### src/rtl/cpu_run_ctrl_pkg.sv
// Shared encodings for the CPU run controller: FSM states, termination codes
// and a small width helper used by the counters.
package cpu_run_ctrl_pkg;

  typedef enum logic [1:0] {
    IDLE = 2'd0,
    HOLD = 2'd1,
    RUN  = 2'd2,
    DONE = 2'd3
  } run_state_e;

  typedef enum logic [1:0] {
    ST_NONE   = 2'b00,
    ST_HALT   = 2'b01,
    ST_WDOG   = 2'b10,
    ST_BUDGET = 2'b11
  } run_status_e;

  // Bits needed to hold values 0..n-1, never less than one bit.
  function automatic int cnt_width(input int n);
    if (n > 1) begin
      return $clog2(n);
    end else begin
      return 1;
    end
  endfunction

endpackage

### src/rtl/cpu_run_ctrl_wdog.sv
// PC-stall watchdog: tracks the last enabled-cycle PC and counts consecutive
// enabled cycles on which it did not change.
module pc_stall_wdog
  import cpu_run_ctrl_pkg::*;
#(
  parameter int PC_W        = 32,
  parameter int WDOG_CYCLES = 16
) (
  input  logic            clk,
  input  logic            rst_n,
  input  logic            clear,
  input  logic            load,
  input  logic            ce,
  input  logic [PC_W-1:0] pc,
  output logic            trip
);

  localparam int SW = cnt_width(WDOG_CYCLES + 1);
  localparam logic [SW-1:0] TRIP_AT = SW'((WDOG_CYCLES == 0) ? 0 : WDOG_CYCLES - 1);

  logic [PC_W-1:0] pc_q_r;
  logic [SW-1:0]   stall_cnt_r;
  logic            pc_match_s;

  // Trip on the enabled cycle that would make the stall run WDOG_CYCLES long.
  always_comb begin
    pc_match_s = (pc == pc_q_r);
    if ((WDOG_CYCLES != 0) && ce && pc_match_s && (stall_cnt_r == TRIP_AT)) begin
      trip = 1'b1;
    end else begin
      trip = 1'b0;
    end
  end

  // PC snapshot and stall counter; only enabled cycles advance them.
  always_ff @(posedge clk or negedge rst_n) begin
    if (!rst_n) begin
      pc_q_r      <= '0;
      stall_cnt_r <= '0;
    end else if (clear) begin
      stall_cnt_r <= '0;
    end else if (load) begin
      pc_q_r <= pc;
    end else if (ce) begin
      if (pc_match_s) begin
        stall_cnt_r <= stall_cnt_r + SW'(1);
      end else begin
        stall_cnt_r <= '0;
        pc_q_r      <= pc;
      end
    end
  end

endmodule

### src/rtl/cpu_run_ctrl.sv
// CPU bring-up run controller: stretches the core reset, then runs it free or
// single-stepped until halt, PC-stall watchdog or cycle budget ends the run.
module cpu_run_ctrl
  import cpu_run_ctrl_pkg::*;
#(
  parameter int PC_W        = 32,
  parameter int CNT_W       = 32,
  parameter int RST_HOLD    = 4,
  parameter int MAX_CYCLES  = 1000,
  parameter int WDOG_CYCLES = 16
) (
  input  logic             clk,
  input  logic             rst,
  input  logic             start,
  input  logic             mode,
  input  logic             step_req,
  input  logic             cpu_halt,
  input  logic [PC_W-1:0]  cpu_pc,
  output logic             cpu_rst,
  output logic             cpu_ce,
  output logic             busy,
  output logic             done,
  output logic [1:0]       status,
  output logic [CNT_W-1:0] cycle_cnt
);

  localparam int HW = cnt_width(RST_HOLD);
  localparam logic [HW-1:0]    HOLD_LAST = HW'(RST_HOLD - 1);
  localparam logic [CNT_W-1:0] CNT_LAST  = CNT_W'(MAX_CYCLES - 1);

  run_state_e       state_r, state_nxt_s;
  run_status_e      status_r, status_nxt_s;
  logic [HW-1:0]    hold_cnt_r;
  logic [CNT_W-1:0] cycle_cnt_r;
  logic             step_req_d_r;
  logic             ce_s, trip_s, start_s, hold_last_s;

  // Enable qualification and run-start / reset-release strobes.
  always_comb begin
    ce_s        = (state_r == RUN) & (~mode | (step_req & ~step_req_d_r));
    start_s     = start & ((state_r == IDLE) | (state_r == DONE));
    hold_last_s = (state_r == HOLD) & (hold_cnt_r == HOLD_LAST);
  end

  pc_stall_wdog #(
    .PC_W        (PC_W),
    .WDOG_CYCLES (WDOG_CYCLES)
  ) u_wdog (
    .clk   (clk),
    .rst_n (rst),
    .clear (start_s),
    .load  (hold_last_s),
    .ce    (ce_s),
    .pc    (cpu_pc),
    .trip  (trip_s)
  );

  // State register.
  always_ff @(posedge clk or negedge rst) begin
    if (!rst) begin
      state_r <= IDLE;
    end else begin
      state_r <= state_nxt_s;
    end
  end

  // Next state and termination cause; halt wins even on non-enabled cycles.
  always_comb begin
    state_nxt_s  = state_r;
    status_nxt_s = ST_NONE;
    case (state_r)
      IDLE: begin
        if (start) state_nxt_s = HOLD;
        else       state_nxt_s = IDLE;
      end
      HOLD: begin
        if (hold_last_s) state_nxt_s = RUN;
        else             state_nxt_s = HOLD;
      end
      RUN: begin
        if (cpu_halt) begin
          state_nxt_s  = DONE;
          status_nxt_s = ST_HALT;
        end else if (trip_s) begin
          state_nxt_s  = DONE;
          status_nxt_s = ST_WDOG;
        end else if (ce_s && (cycle_cnt_r == CNT_LAST)) begin
          state_nxt_s  = DONE;
          status_nxt_s = ST_BUDGET;
        end else begin
          state_nxt_s  = RUN;
        end
      end
      DONE: begin
        if (start) state_nxt_s = HOLD;
        else       state_nxt_s = DONE;
      end
      default: begin
        state_nxt_s = IDLE;
      end
    endcase
  end

  // Output decode from the state register.
  always_comb begin
    cpu_rst = 1'b1;
    busy    = 1'b0;
    done    = 1'b0;
    case (state_r)
      IDLE: begin
        cpu_rst = 1'b1;
      end
      HOLD: begin
        cpu_rst = 1'b1;
        busy    = 1'b1;
      end
      RUN: begin
        cpu_rst = 1'b0;
        busy    = 1'b1;
      end
      DONE: begin
        cpu_rst = 1'b0;
        done    = 1'b1;
      end
      default: begin
        cpu_rst = 1'b1;
      end
    endcase
  end

  // Hold counter, cycle counter, latched cause and step edge history.
  always_ff @(posedge clk or negedge rst) begin
    if (!rst) begin
      hold_cnt_r   <= '0;
      cycle_cnt_r  <= '0;
      status_r     <= ST_NONE;
      step_req_d_r <= 1'b0;
    end else begin
      step_req_d_r <= step_req;
      if (state_r == HOLD) begin
        hold_cnt_r <= hold_cnt_r + HW'(1);
      end else begin
        hold_cnt_r <= '0;
      end
      if (start_s) begin
        cycle_cnt_r <= '0;
      end else if (ce_s) begin
        cycle_cnt_r <= cycle_cnt_r + CNT_W'(1);
      end else begin
        cycle_cnt_r <= cycle_cnt_r;
      end
      if (start_s) begin
        status_r <= ST_NONE;
      end else if ((state_r == RUN) && (state_nxt_s == DONE)) begin
        status_r <= status_nxt_s;
      end else begin
        status_r <= status_r;
      end
    end
  end

  assign cpu_ce    = ce_s;
  assign status    = status_r;
  assign cycle_cnt = cycle_cnt_r;

endmodule

### config.mk
export PLATFORM = sky130hd
export DESIGN_NAME = cpu_run_ctrl
export DESIGN_NICKNAME = d
export VERILOG_FILES = /design/src/rtl/cpu_run_ctrl_pkg.sv /design/src/rtl/cpu_run_ctrl_wdog.sv /design/src/rtl/cpu_run_ctrl.sv
export SDC_FILE = /design/constraint.sdc
export NUM_CORES = 1
export LEC_CHECK = 0
export BUFFER_PORTS_ARGS = -buffer_cell sky130_fd_sc_hd__buf_2
export CORE_ASPECT_RATIO = 1.5
export CORE_UTILIZATION = 35
export CTS_CLUSTER_SIZE = 28
export DETAILED_ROUTE_END_ITERATION = 8
export SLEW_MARGIN = 20
export SYNTH_ARGS = -nofsm -noshare
export SYNTH_HDL_FRONTEND = slang
export SYNTH_SLANG_ARGS = --single-unit
### constraint.sdc
create_clock -name clk -period 2.63 [get_ports clk]
set_input_delay 0.263 -clock clk [delete_from_list [all_inputs] [get_ports clk]]
set_output_delay 0.263 -clock clk [all_outputs]
set_load 0.01 [all_outputs]
======== Yosys cells after proc, flatten, opt, wreduce, memory -nomap -nowiden ========
Cells that the tools add are included.
word-level totals
  register bits ........................... 76
  bits of input ports ..................... 38
  output and inout port bits .............. 38
  logic and storage cells ................. 69
cells by class
  add/sub/neg operators ................... 3
  eq/ne operators ......................... 10
  mux-type cells .......................... 27
  bitwise operators ....................... 9
  reduce and logical (&&, ||, !) cells .... 13
operators by type and width
  operator                                                count
  2-to-1 mux 32 bit                                       5
  adder 32 x 1 -> 32 bit (second input constant)          1
  equality test 32 x 10 -> 1 bit (second input constant)  1
  equality test 32 bit                                    1
  2-to-1 mux 5 bit                                        4
  2-to-1 mux 2 bit                                        9
  equality test 2 bit (second input constant)             4
  one-hot mux 2 bit (4 select lines)                      1
  2-to-1 mux 1 bit                                        7
  nonzero test 2 bit                                      3
  OR reduction 2 bit                                      3
  adder 5 x 1 -> 5 bit (second input constant)            1
  equality test 5 x 4 -> 1 bit (second input constant)    1
  bitwise AND 1 bit                                       4
  logical AND 1 bit                                       4
  != test 2 bit (second input constant)                   2
  inverter 1 bit                                          3
  AND reduction 3 bit                                     1
  adder 2 x 1 -> 2 bit (second input constant)            1
  equality test 2 x 1 -> 1 bit (second input constant)    1
  zero test 2 bit                                         1
  bitwise OR 1 bit                                        2
  one-hot mux 1 bit (2 select lines)                      1
  AND reduction 2 bit                                     1

======== Logic depth before layout (Yosys ltp) ========
Gate-level depths: netlist (run 1).
  depth in word-level cells ............... 14
  mapped depth ............................ 10
  mapped depth without buffers ............ 8

======== By module ========
A second synthesis (run 1) with hierarchy kept.
unflattened totals
  cells, all modules ...................... 478
  area, all modules ....................... 4549.4 um^2
by module, submodules not included
  module         times used  cells an instance  area an instance (um^2)  seq. area each (um^2)
  pc_stall_wdog  1           266                2486.1                   925.9
  cpu_run_ctrl   1           212                2063.2                   975.9

======== Worst setup path before layout (run 1) ========
OpenSTA, ideal clock, no wires.
  path type ............................... reg-to-reg
  from .................................... reg state_r[0]
  to ...................................... reg u_wdog.pc_q_r[10]
  setup time .............................. 0.125 ns
  arrival time ............................ 1.836 ns
  data required time ...................... 2.505 ns
  setup slack ............................. 0.669 ns
  stages on the path, launching flop included .. 10
  path buffers ............................ 2
  clock period less this slack ............ 1.961 ns
  path through ............................ dfrtp_1 inv_1 ha_1 buf_2 o21ai_0 inv_1 o21ai_1 a21oi_2 buf_6 mux2_4
on the way
  cells in the longest elaborated chain, start to end .. 5
  elaborated cells on any way between the ends .. 13
  those cells by class .................... 4 x eq/ne; 1 x mux; 5 x bitwise; 3 x reduce/logical
RTL lines
  item                                                           line                     source
  start, declared                                                cpu_run_ctrl.sv:31       run_state_e state_r, state_nxt_s;
  start signal, assigned                                         cpu_run_ctrl.sv:63       state_r <= state_nxt_s;
  equality test 2 bit / zero test 2 bit (equally long branches)  cpu_run_ctrl.sv:41       start_s = start & ((state_r == IDLE) | (state_r == DONE));
  bitwise OR 1 bit                                               cpu_run_ctrl.sv:41
  bitwise AND 1 bit                                              cpu_run_ctrl.sv:41
  inverter 1 bit (no source line)                                n/a
  AND reduction 3 bit (no source line)                           n/a
  end signal, assigned                                           cpu_run_ctrl_wdog.sv:43  pc_q_r <= pc;
  end signal, assigned                                           cpu_run_ctrl_wdog.sv:49  pc_q_r <= pc;
  end, declared                                                  cpu_run_ctrl_wdog.sv:21  logic [PC_W-1:0] pc_q_r;
Several ways; a longest one is shown, not always the timed one.
A chain may end at the register's enable or synchronous reset.

======== Final worst setup path (run 1) ========
  from .................................... reg state_r[0]
  to ...................................... reg status_r[1] (netlist: status[1])
on the way
  cells in the longest elaborated chain, start to end .. 11
  elaborated cells on any way between the ends .. 26
  those cells by class .................... 4 x eq/ne; 12 x mux; 4 x bitwise; 6 x reduce/logical
RTL lines
  item                                 line                                                         source
  equality test 2 bit                  cpu_run_ctrl.sv:40, cpu_run_ctrl.sv:71, cpu_run_ctrl.sv:154
  bitwise AND 1 bit                    cpu_run_ctrl.sv:40                                           ce_s = (state_r == RUN) & (~mode | (step_req & ~step_req_d_r));
  logical AND 1 bit (2 in series)      cpu_run_ctrl_wdog.sv:28                                      if ((WDOG_CYCLES != 0) && ce && pc_match_s && (stall_cnt_r == TRIP_AT)) begin
  2-to-1 mux 1 bit                     cpu_run_ctrl_wdog.sv:28
  2-to-1 mux 1 bit                     cpu_run_ctrl.sv:84                                           end else if (trip_s) begin
  2-to-1 mux 1 bit                     cpu_run_ctrl.sv:81                                           if (cpu_halt) begin
  one-hot mux 2 bit (4 select lines)   cpu_run_ctrl.sv:71                                           case (state_r)
  equality test 2 bit                  cpu_run_ctrl.sv:154                                          end else if ((state_r == RUN) && (state_nxt_s == DONE)) begin
  logical AND 1 bit                    cpu_run_ctrl.sv:154
  nonzero test 2 bit (no source line)  n/a
  end signal, assigned                 cpu_run_ctrl.sv:155                                          status_r <= status_nxt_s;
  end signal, assigned                 cpu_run_ctrl.sv:157                                          status_r <= status_r;
  end, declared                        cpu_run_ctrl.sv:32                                           run_status_e status_r, status_nxt_s;
Several ways; a longest one is shown, not always the timed one. The select of a mux whose other input is x is not followed.

==> reports/qor_table.md, run 1 <==
| Item | This run | Unit |
| --- | --- | --- |
| Post-synthesis net count | 405 | - |
| Clock sink count | 76 | - |
| Switching component of the power | 1070 | µW |
| Count of vias placed by the detailed router | 2,936 | - |
| Cell Int Power | 2720 | µW |
| HPWL after detailed placement | 6.23 | mm |
| Switching Share | 0.282 | - |
| Cell with the biggest individual delay on the critical path | nor4_1 | - |
| Flip-flop and latch count after synthesis | 76 | - |
| Required time worst endpoint | 2.88 | ns |
| Routed wire length | 8.64 | mm |
| Maximum number of pins on one net before global-route repair | 77 | - |
| Hold WC Path Type | input pin to register | - |
| Run status | complete, no violations | - |
| Number of antenna violations at the first check in global routing | 0 | - |
| Number of warnings reported in the yosys synthesis log | 0 | - |
| Later-pin clock latency in the skew report | 0.33 | ns |
| Peak Freq | 424 | MHz |
| Multi-input logic area | 1990 | µm² |
| Clock tree from TritonCTS | yes | - |
| Critical path endpoint category | register | - |
| Share of synthesized flip-flops with an asynchronous set or reset | 1.00 | - |
| Average size of a mapped cell | 11.1 | µm² |
| Worst hold path depth | 1 | - |
| Violation count after the first detailed-routing iteration | 106 | - |
| Cells resized by post-CTS repair | 0 | - |
| Overflow after GRT | 0 | - |
| Die extent in y | 133 | µm |
| Cell count after synthesis | 359 | - |
| Setup repair after global routing missed its margin | no | - |
| Layout net count | 487 | - |
| CTS Buf Count | 9 | - |
| Count of standard-cell rows | 47 | - |
| Fraction of layout instances using a drive strength above 1 | 0.292 | - |
| Final cycle utilization of the critical path | 0.897 | - |
| Cell depth of the worst flop-to-flop path | 7 | - |
| Count of buffering cells on the critical path with inverters included | 1 | - |
| Clock network power share | 0.298 | - |
| Skew final | 0.00818 | ns |
| Clock H-tree levels | 3 | - |
| Number of distinct standard cells referenced by the synthesized netlist | 39 | - |
| CP max stage delay | 0.71 | ns |
| Post-CTS Setup Repair Bufs | 0 | - |
| Ys flop type | dfrtp_1 | - |
| Cell chosen for the clock root | clkbuf_16 | - |
| Cell area power density | 788 | nW/µm² |
| Via count of the first global-routing pass | 3,076 | - |
| Final design area excluding fillers | 4810 | µm² |
| Layout filler cell count | 1,125 | - |
| Number of max-capacitance violations reported | 0 | - |
| Width of the die | 89.0 | µm |
| Family with the most delay on the worst path | simple AND/OR/NAND/NOR gates | - |
| Critical-path cell list | inv_1, ha_1, o211ai_1, nor4_1, a21oi_1, or2_0, a31oi_1 | - |
| Leakage | 0.00230 | µW |
| Setup TNS | 0 | ns |
| Placement-stage cell area | 4540 | µm² |
| Die outline area | 11,800 | µm² |
| Effective utilization at floorplan | 0.360 | - |
| Portion of total power attributed to sequential cells | 0.437 | - |
| CP Data Arrival Time | 2.61 | ns |
| Mapped cell area | 3980 | µm² |
| Ant diodes | 0 | - |
| Number of synthesized flops with an enable pin | 0 | - |
| Number of hold-repair buffers added at the cts stage | 0 | - |
| Routability congestion estimate | 0.808 | - |
| Endpoints failing setup | 0 | - |
| Depth of the critical timing path with buffers and inverters included | 7 | - |
| Post-route minimum period | 2.36 | ns |
| DRT antenna net count | 0 | - |
| Initial DRT Pass Iterations | 4 | - |
| FF/Latch Area | 1900 | µm² |
| Final number of hold-violating endpoints | 0 | - |
| WL per Instance | 14.6 | µm |
| Final max-slew violation count | 0 | - |
| Count of input and output buffers | 75 | - |
| Max clock buf depth | 2 | - |
| First-pass GRT wire length | 14.4 | mm |
| Syn-to-layout area delta | 21.0 | % |
| CP startpoint kind | register | - |
| Core Footprint | 11,100 | µm² |
| Tightest Pin Transition | 0.976 | ns |
| Clock transition time at the flip-flop clock pins of the worst setup and hold paths | 0.06 | ns |
| CP Max Fanout | 9 | - |
| Avg Vias per Cell | 4.96 | - |
| Worst voltage drop across the vdd grid | 0.000410 | V |
| Io pins | 76 | - |
| Drc violations | 0 | - |
| Combinational share of power | 0.265 | - |
| Global-route usage over all layers | 0.156 | - |
| Max-Slew Margin vs Limit | 0.350 | - |
| Critical setup path kind | register to register | - |
| Fraction of the yosys area taken by sequential cells | 0.478 | - |
[registers in the layout, summed over array words and instances, names as in the netlist]
name / count
status: 2
step_req_d_r: 1
u_wdog.stall_cnt_r: 5
state_r: 2
cycle_cnt: 32
u_wdog.pc_q_r: 32
hold_cnt_r: 2
[cell usage in the layout (no fill, tap or decap), types with 4 or more instances in the layout]
cell	n
dfrtp_1	76
buf_2	74
xor2_1	54
nor2_1	44
mux2_4	30
nand2_1	20
nor4_1	18
nand4_1	14
inv_1	11
nand3_1	11
xnor2_1	9
clkbuf_16	9
a21oi_1	8
ha_1	8
nor3_1	7
and2_1	5
buf_4	5
o21ai_0	4
and3_1	4
and4_1	4
[final cells by class]
cell class / instances / area share
Clock buffer: 13 / 0.0541
Clock inverter: 2 / 0.00208
Inverter: 11 / 0.00858
Multi-Input combinational cell: 263 / 0.413
Sequential cell: 76 / 0.395
Tap cell: 147 / 0.0382
Timing Repair Buffer: 80 / 0.0889
[routing by layer]
| metal | vias up | GRT usage | share of wire |
|---|---|---|---|
| met3 | 13 | 0.0356 | 0.050 |
| met2 | 86 | 0.270 | 0.50 |
| li1 | 1413 | - | - |
| met4 | 0 | 0.0511 | 0.017 |
| met5 | - | 0 | 0 |
| met1 | 1424 | 0.187 | 0.43 |
[power by group through the flow]
stage	clock network (µW)	logic [µW]	registers [µW]
finish	1130	1010	1660
detailed placement	0	1030	1670
CTS	1160	1020	1660
floorplan	0	807	1620
global route	1200	1120	1690
global placement	0	996	1660
[cells by family after synthesis]
logic type | count (synthesis) | share of synthesized area
AND/OR/NAND/NOR | 137 | 0.176
flip-flops | 76 | 0.478
XOR/XNOR | 63 | 0.139
multiplexers | 33 | 0.121
AO/OA/AOI/OAI | 22 | 0.0359
buffers and inverters | 20 | 0.0249
adder cells (fa/ha/maj) | 8 | 0.0252
[stage by stage]
step,hold WS (ns),utilization,total power (µW),worst slack [ns],std cells
2_1_floorplan,-0.0326,-,2430,0.669,359
3_3_place_gp,0.402,0.411,2660,0.346,577
3_5_place_dp,0.398,0.411,2690,0.319,577
4_1_cts,0.0529,0.435,3850,0.300,592
5_1_grt,0.0627,0.435,4010,0.104,592
6_report,0.0593,0.435,3790,0.272,592
[final timing paths]
kind | startpoint | to | slack [ns]
worst min register to register | hold_cnt_r[0]$_DFF_PN0_ | hold_cnt_r[0]$_DFF_PN0_ | 0.43
worst min-delay path | step_req | step_req_d_r$_DFF_PN0_ | 0.06
worst max register to register | state_r[0]$_DFF_PN0_ | status[1]$_DFFE_PN0P_ | 0.27
max in group asynchronous | rst | u_wdog.pc_q_r[27]$_DFFE_PN0P_ | 1.91
min in group asynchronous | rst | cycle_cnt[15]$_DFFE_PN0P_ | 0.10
worst max-delay path | state_r[0]$_DFF_PN0_ | status[1]$_DFFE_PN0P_ | 0.27
[Yosys cell counts, types with 2 or more instances]
cell | n | share of area
clkbuf_1 | 3 | 0.0028
nand4_1 | 14 | 0.022
and2_1 | 5 | 0.0079
a21oi_1 | 8 | 0.010
buf_1 | 2 | 0.0019
mux2_4 | 30 | 0.11
nor2b_1 | 2 | 0.0031
nor4_1 | 18 | 0.028
o21ai_0 | 4 | 0.0050
dfrtp_1 | 76 | 0.48
nor2_1 | 45 | 0.042
o211ai_1 | 2 | 0.0038
ha_1 | 8 | 0.025
nor3_1 | 7 | 0.0088
xnor2_1 | 9 | 0.020
mux2_2 | 2 | 0.0057
inv_1 | 11 | 0.010
a31oi_1 | 2 | 0.0031
xor2_1 | 54 | 0.12
nand3_1 | 11 | 0.014
and4_1 | 4 | 0.0088
buf_6 | 3 | 0.0085
nand2_1 | 20 | 0.019
and3_1 | 4 | 0.0063
[worst reg2reg max path, cell delays in order, from the launching register on]
cell and delay, ns:
dfrtp_1 0.40, inv_1 0.09, ha_1 0.33, o211ai_1 0.25
nor4_1 0.71, a21oi_1 0.12, or2_0 0.22, a31oi_1 0.16
Power figures use the tool's default switching activity.
==> inputs of run 2 (changes only) <==
- PLACE_DENSITY_LB_ADDON: default -> 0.1
==> run 2 against run 1 <==
  * The run now ends with negative hold slack left
  * Global-route usage grew 1.2 points
  * Power grew 7.1%
  * First-iteration DRC count shrank 23%
  * Critical path depth is the same
  * Critical path type unchanged
  * Largest cell class unchanged
==> reports/qor_table.md, run 2 (synthesis results as in run 1) <==
| Item | This run | Unit |
| --- | --- | --- |
| Cells after DPL | 580 | - |
| Setup repair after global routing missed its margin | no | - |
| Hold WC Path Type | input pin to asynchronous set/reset pin | - |
| Max clock buf depth | 2 | - |
| Avg Vias per Cell | 4.88 | - |
| Cell chosen for the clock root | clkbuf_16 | - |
| Skew final | 0.00600 | ns |
| Cell area power density | 829 | nW/µm² |
| Worst Slack Setup Final | 0.384 | ns |
| Leakage | 0.00234 | µW |
| CP startpoint kind | register | - |
| Critical setup path kind | register to register | - |
| Syn-to-layout area delta | 23.2 | % |
| CP Max Fanout | 26 | - |
| Width of the die | 89.0 | µm |
| WL per Instance | 15.1 | µm |
| Final number of hold-violating endpoints | 50 | - |
| GR met2 Demand/Resource | 0.286 | - |
| Number of hold-repair buffers added at the cts stage | 0 | - |
| Setup TNS | 0 | ns |
| Effective utilization at floorplan | 0.360 | - |
| Worst voltage drop across the vdd grid | 0.000376 | V |
| Number of max-capacitance violations reported | 0 | - |
| HPWL after detailed placement | 6.40 | mm |
| Overall power after layout | 4060 | µW |
| Met1 Usage GRT | 0.202 | - |
| Fraction of layout instances using a drive strength above 1 | 0.297 | - |
| Routed wire length | 8.97 | mm |
| Worst slack at placement | 0.303 | ns |
| Count of input and output buffers | 75 | - |
| Hold slack final | -0.0423 | ns |
| Die outline area | 11,800 | µm² |
| Leading cell types in the layout, fill and taps excluded | 76 x dfrtp_1, 74 x buf_2, 54 x xor2_1, 44 x nor2_1, 30 x mux2_4 | - |
| Initial DRT Pass Iterations | 6 | - |
| Violation count after the first detailed-routing iteration | 82 | - |
| Count of vias placed by the detailed router | 2,903 | - |
| Non-filler cells in the finished layout | 595 | - |
| Post-route minimum period | 2.25 | ns |
| CP Data Arrival Time | 2.47 | ns |
| Post-CTS Setup Repair Bufs | 0 | - |
| Clock sink count | 76 | - |
| FF/Latch Area | 1900 | µm² |
| Drc violations | 0 | - |
| Violations in the final reports | negative hold slack | - |
| Run status | complete, but fails checks | - |
| Required time worst endpoint | 2.85 | ns |
| Critical path endpoint category | register | - |
| Maximum number of pins on one net before global-route repair | 77 | - |
| Multi-input logic area | 1990 | µm² |
| Later-pin clock latency in the skew report | 0.33 | ns |
| Ant diodes | 0 | - |
| Clock tree from TritonCTS | yes | - |
| Cells resized by post-CTS repair | 0 | - |
| Layout filler cell count | 1,101 | - |
| Clock transition time at the flip-flop clock pins of the worst setup and hold paths | 0.06 | ns |
| Global-route usage over all layers | 0.168 | - |
| First-pass GRT wire length | 15.0 | mm |
| Most Used Layer, Global Route | met2 | - |
| Final cycle utilization of the critical path | 0.854 | - |
| Routability congestion estimate | 0.743 | - |
| Io pins | 76 | - |
| Final max-slew violation count | 0 | - |
| Endpoints failing setup | 0 | - |
| Number of antenna violations at the first check in global routing | 0 | - |
| Layout net count | 490 | - |
| Die extent in y | 133 | µm |
| Met3 track demand over resource | 0.0368 | - |
| Clock H-tree levels | 3 | - |
| Overflow after GRT | 0 | - |
| Leading cell type in the layout, fill and taps excluded | dfrtp_1 | - |
| Core Footprint | 11,100 | µm² |
| CTS Buf Count | 9 | - |
| Count of standard-cell rows | 47 | - |
| Max-Slew Margin vs Limit | 0.524 | - |
| Via count of the first global-routing pass | 3,015 | - |
| Tightest Pin Transition | 0.713 | ns |
| Peak Freq | 445 | MHz |
| DRT antenna net count | 0 | - |
## run 2: report_power, final
| part | internal [µW] | switching (µW) | leakage (µW) |
|---|---|---|---|
| logic | 589 | 414 | 0.00119 |
| registers | 1450 | 205 | 0.000989 |
| clock network | 924 | 478 | 0.000160 |
## run 2: area by class of cell
cell class | instances | share of cell area
tap | 147 | 0.0375
inverter | 11 | 0.00843
multi-input combinational | 263 | 0.405
sequential | 76 | 0.388
timing repair buffer | 83 | 0.0927
clock buffer | 11 | 0.0475
clock inverter | 4 | 0.0202
## run 2: critical path, cell delays in order, from the launching register on
cell,delay (ns)
dfrtp_1,0.40
xor2_1,0.16
nor4_1,0.34
nand4_1,0.25
o21ai_1,0.28
a21oi_4,0.15
buf_12,0.21
mux2_4,0.31
## run 2: metrics by stage
stage | util | area, µm²
after detailed placement | 0.413 | 4560
after global placement | 0.413 | 4560
after global routing | 0.443 | 4900
after floorplan | - | 3980
after CTS | 0.443 | 4890
final | 0.443 | 4900
## run 2: path summary, 6_finish.rpt
path | from | endpoint | slack (ns) | depth (start not counted)
worst max-delay path | u_wdog.pc_q_r[22]$_DFFE_PN0P_ | u_wdog.pc_q_r[26]$_DFFE_PN0P_ | 0.38 | 7
worst min-delay path | rst | cycle_cnt[7]$_DFFE_PN0P_ | -0.04 | 1
worst max register to register | u_wdog.pc_q_r[22]$_DFFE_PN0P_ | u_wdog.pc_q_r[26]$_DFFE_PN0P_ | 0.38 | 7
worst min register to register | hold_cnt_r[0]$_DFF_PN0_ | hold_cnt_r[0]$_DFF_PN0_ | 0.43 | 1
max in group asynchronous | rst | cycle_cnt[30]$_DFFE_PN0P_ | 2.17 | 1
min in group clk | step_req | step_req_d_r$_DFF_PN0_ | 0.05 | 1
## run 2: layer usage
metal	part of all wire	wire, µm
met2	0.52	4650
met3	0.042	373
met1	0.42	3800
met4	0.017	148
met5	0	0
==> inputs of run 3 (changes only) <==
- CORE_MARGIN: default -> 5
- REMOVE_ABC_BUFFERS: default -> 1
==> run 3 against run 2 <==
  * The run now ends clean
  * Register-to-register slack worse by 0.03 ns
  * Final cell count is 0.50% higher
  * Flip-flop and latch count stayed put
  * Worst setup slack worse by 0.034 ns
  * Worst hold slack better by 0.099 ns
  * Die area is 16% higher
  * Non-clock buffer count is 2 higher
  * Maximum frequency is 1.5% lower
  * Critical path depth stayed put
  * Clock skew is 0.0023 ns higher
==> reports/qor_table.md, run 3 (synthesis results as in run 1) <==
| Item | This run | Unit |
| --- | --- | --- |
| Endpoints failing setup | 0 | - |
| CP Data Arrival Time | 2.49 | ns |
| Count of standard-cell rows | 47 | - |
| Worst Hold Endpoint | step_req_d_r$_DFF_PN0_ | - |
| Die outline area | 13,600 | µm² |
| Maximum number of pins on one net before global-route repair | 43 | - |
| CP startpoint kind | register | - |
| Peak Freq | 439 | MHz |
| Count of input and output buffers | 75 | - |
| Worst voltage drop across the vdd grid | 0.000373 | V |
| Placement-stage cell area | 4570 | µm² |
| Leakage | 0.00232 | µW |
| Routed wire length | 9.51 | mm |
| Critical setup path kind | register to register | - |
| Count of vias placed by the detailed router | 2,917 | - |
| Width of the die | 97.0 | µm |
| Layout net count | 492 | - |
| Cell depth of the worst flop-to-flop path | 7 | - |
| DRT antenna net count | 0 | - |
| Final cycle utilization of the critical path | 0.867 | - |
| Reg-to-reg startpoint | u_wdog.pc_q_r[10]$_DFFE_PN0P_ | - |
| Syn-to-layout area delta | 22.4 | % |
| Clock tree from TritonCTS | yes | - |
| Fraction of layout instances using a drive strength above 1 | 0.299 | - |
| HPWL after detailed placement | 7.05 | mm |
| Number of max-capacitance violations reported | 0 | - |
| Cell chosen for the clock root | clkbuf_16 | - |
| Setup TNS | 0 | ns |
| Tightest Pin Transition | 0.687 | ns |
| Leading cell types in the layout, fill and taps excluded | 76 x dfrtp_1, 74 x buf_2, 54 x xor2_1, 44 x nor2_1, 30 x mux2_4 | - |
| Drc violations | 0 | - |
| Core Footprint | 11,100 | µm² |
| Leading cell type in the layout, fill and taps excluded | dfrtp_1 | - |
| Avg Vias per Cell | 4.88 | - |
| Max clock buf depth | 2 | - |
| Run status | complete, no violations | - |
| Routability congestion estimate | 0.746 | - |
| Overall power after layout | 3870 | µW |
| First-pass GRT wire length | 16.0 | mm |
| Skew final | 0.00834 | ns |
| CP Max Fanout | 32 | - |
| Critical path endpoint category | register | - |
| Required time worst endpoint | 2.84 | ns |
| Final number of hold-violating endpoints | 0 | - |
| Clock transition time at the flip-flop clock pins of the worst setup and hold paths | 0.06 | ns |
| Final max-slew violation count | 0 | - |
| Global-route usage over all layers | 0.146 | - |
| R2r endpoint | u_wdog.pc_q_r[6]$_DFFE_PN0P_ | - |
| Clock H-tree levels | 3 | - |
| Die extent in y | 141 | µm |
| Overflow after GRT | 0 | - |
| Later-pin clock latency in the skew report | 0.33 | ns |
| Hold WC Path Type | input pin to register | - |
| Setup repair after global routing missed its margin | no | - |
| Effective utilization at floorplan | 0.358 | - |
| Clock sink count | 76 | - |
| Via count of the first global-routing pass | 3,098 | - |
| Worst hold path depth | 1 | - |
| Initial DRT Pass Iterations | 4 | - |
| Ant diodes | 0 | - |
| Max-Slew Margin vs Limit | 0.538 | - |
| Number of antenna violations at the first check in global routing | 0 | - |
| Cell area power density | 795 | nW/µm² |
| CTS Buf Count | 9 | - |
| Post-CTS Setup Repair Bufs | 0 | - |
| WL per Instance | 15.9 | µm |
| Post-route minimum period | 2.28 | ns |
| Final design area excluding fillers | 4870 | µm² |
| Hold Crit Start | step_req | - |
| Io pins | 76 | - |
| Cells resized by post-CTS repair | 0 | - |
| Worst reg-to-reg setup slack | 0.35 | ns |
| Violation count after the first detailed-routing iteration | 143 | - |
==> run 3: worst max path at each step <==
stage | startpoint | end | slack, ns | depth (start not counted)
6_report | u_wdog.pc_q_r[10]$_DFFE_PN0P_ | u_wdog.pc_q_r[6]$_DFFE_PN0P_ | 0.35 | 7
5_1_grt | u_wdog.pc_q_r[10]$_DFFE_PN0P_ | u_wdog.pc_q_r[21]$_DFFE_PN0P_ | 0.15 | 7
4_1_cts | u_wdog.pc_q_r[14]$_DFFE_PN0P_ | u_wdog.pc_q_r[6]$_DFFE_PN0P_ | 0.30 | 7
3_5_place_dp | u_wdog.pc_q_r[14]$_DFFE_PN0P_ | u_wdog.pc_q_r[10]$_DFFE_PN0P_ | 0.29 | 7
3_3_place_gp | u_wdog.pc_q_r[14]$_DFFE_PN0P_ | u_wdog.pc_q_r[20]$_DFFE_PN0P_ | 0.31 | 7
2_1_floorplan | state_r[0]$_DFF_PN0_ | u_wdog.pc_q_r[10]$_DFFE_PN0P_ | -0.77 | 5
==> run 3: final cells by class <==
cell class                      count  area, µm²
Clock buffer                       11        233
Clock inverter                      5       52.6
Fill cell                        1085       6250
Inverter                           11       41.3
Multi-Input combinational cell    263       1990
Sequential cell                    76       1900
Tap cell                          147        184
Timing Repair Buffer               85        468
==> run 3: per-stage QoR <==
step,setup WS (ns),util,hold WS (ns),cells
2_1_floorplan,-0.766,-,-0.0326,350
3_3_place_gp,0.313,0.411,0.306,581
3_5_place_dp,0.293,0.411,0.315,581
4_1_cts,0.296,0.438,0.0413,598
5_1_grt,0.152,0.438,0.0426,598
6_report,0.350,0.438,0.0567,598
==> run 3: timing repair <==
item / CTS / global route
hold endpoints to repair: 40 / 0
endpoints found under the setup margin: 0 / 0
hold buffers: 1 / 0
==> run 3: critical path, cell delays in order (launching register included) <==
cell	delay, ns
dfrtp_1	0.39
xor2_1	0.17
nor4_1	0.31
nand4_1	0.34
o21ai_1	0.32
a21oi_4	0.09
buf_12	0.20
mux2_4	0.32
==> run 3: per-layer routing <==
layer | global-route usage | up-vias | part of all wire | routed length [µm]
met5 | 0 | - | 0 | 0
met4 | 0.0466 | 0 | 0.015 | 143
met3 | 0.0368 | 10 | 0.041 | 389
met2 | 0.249 | 68 | 0.51 | 4870
met1 | 0.179 | 1422 | 0.43 | 4110
li1 | - | 1417 | - | -
==> run 3: power by group <==
group,switching (µW),leakage (µW),internal (µW)
sequential,203,0.000989,1450
clock,471,0.000139,730
combinational,420,0.00120,592
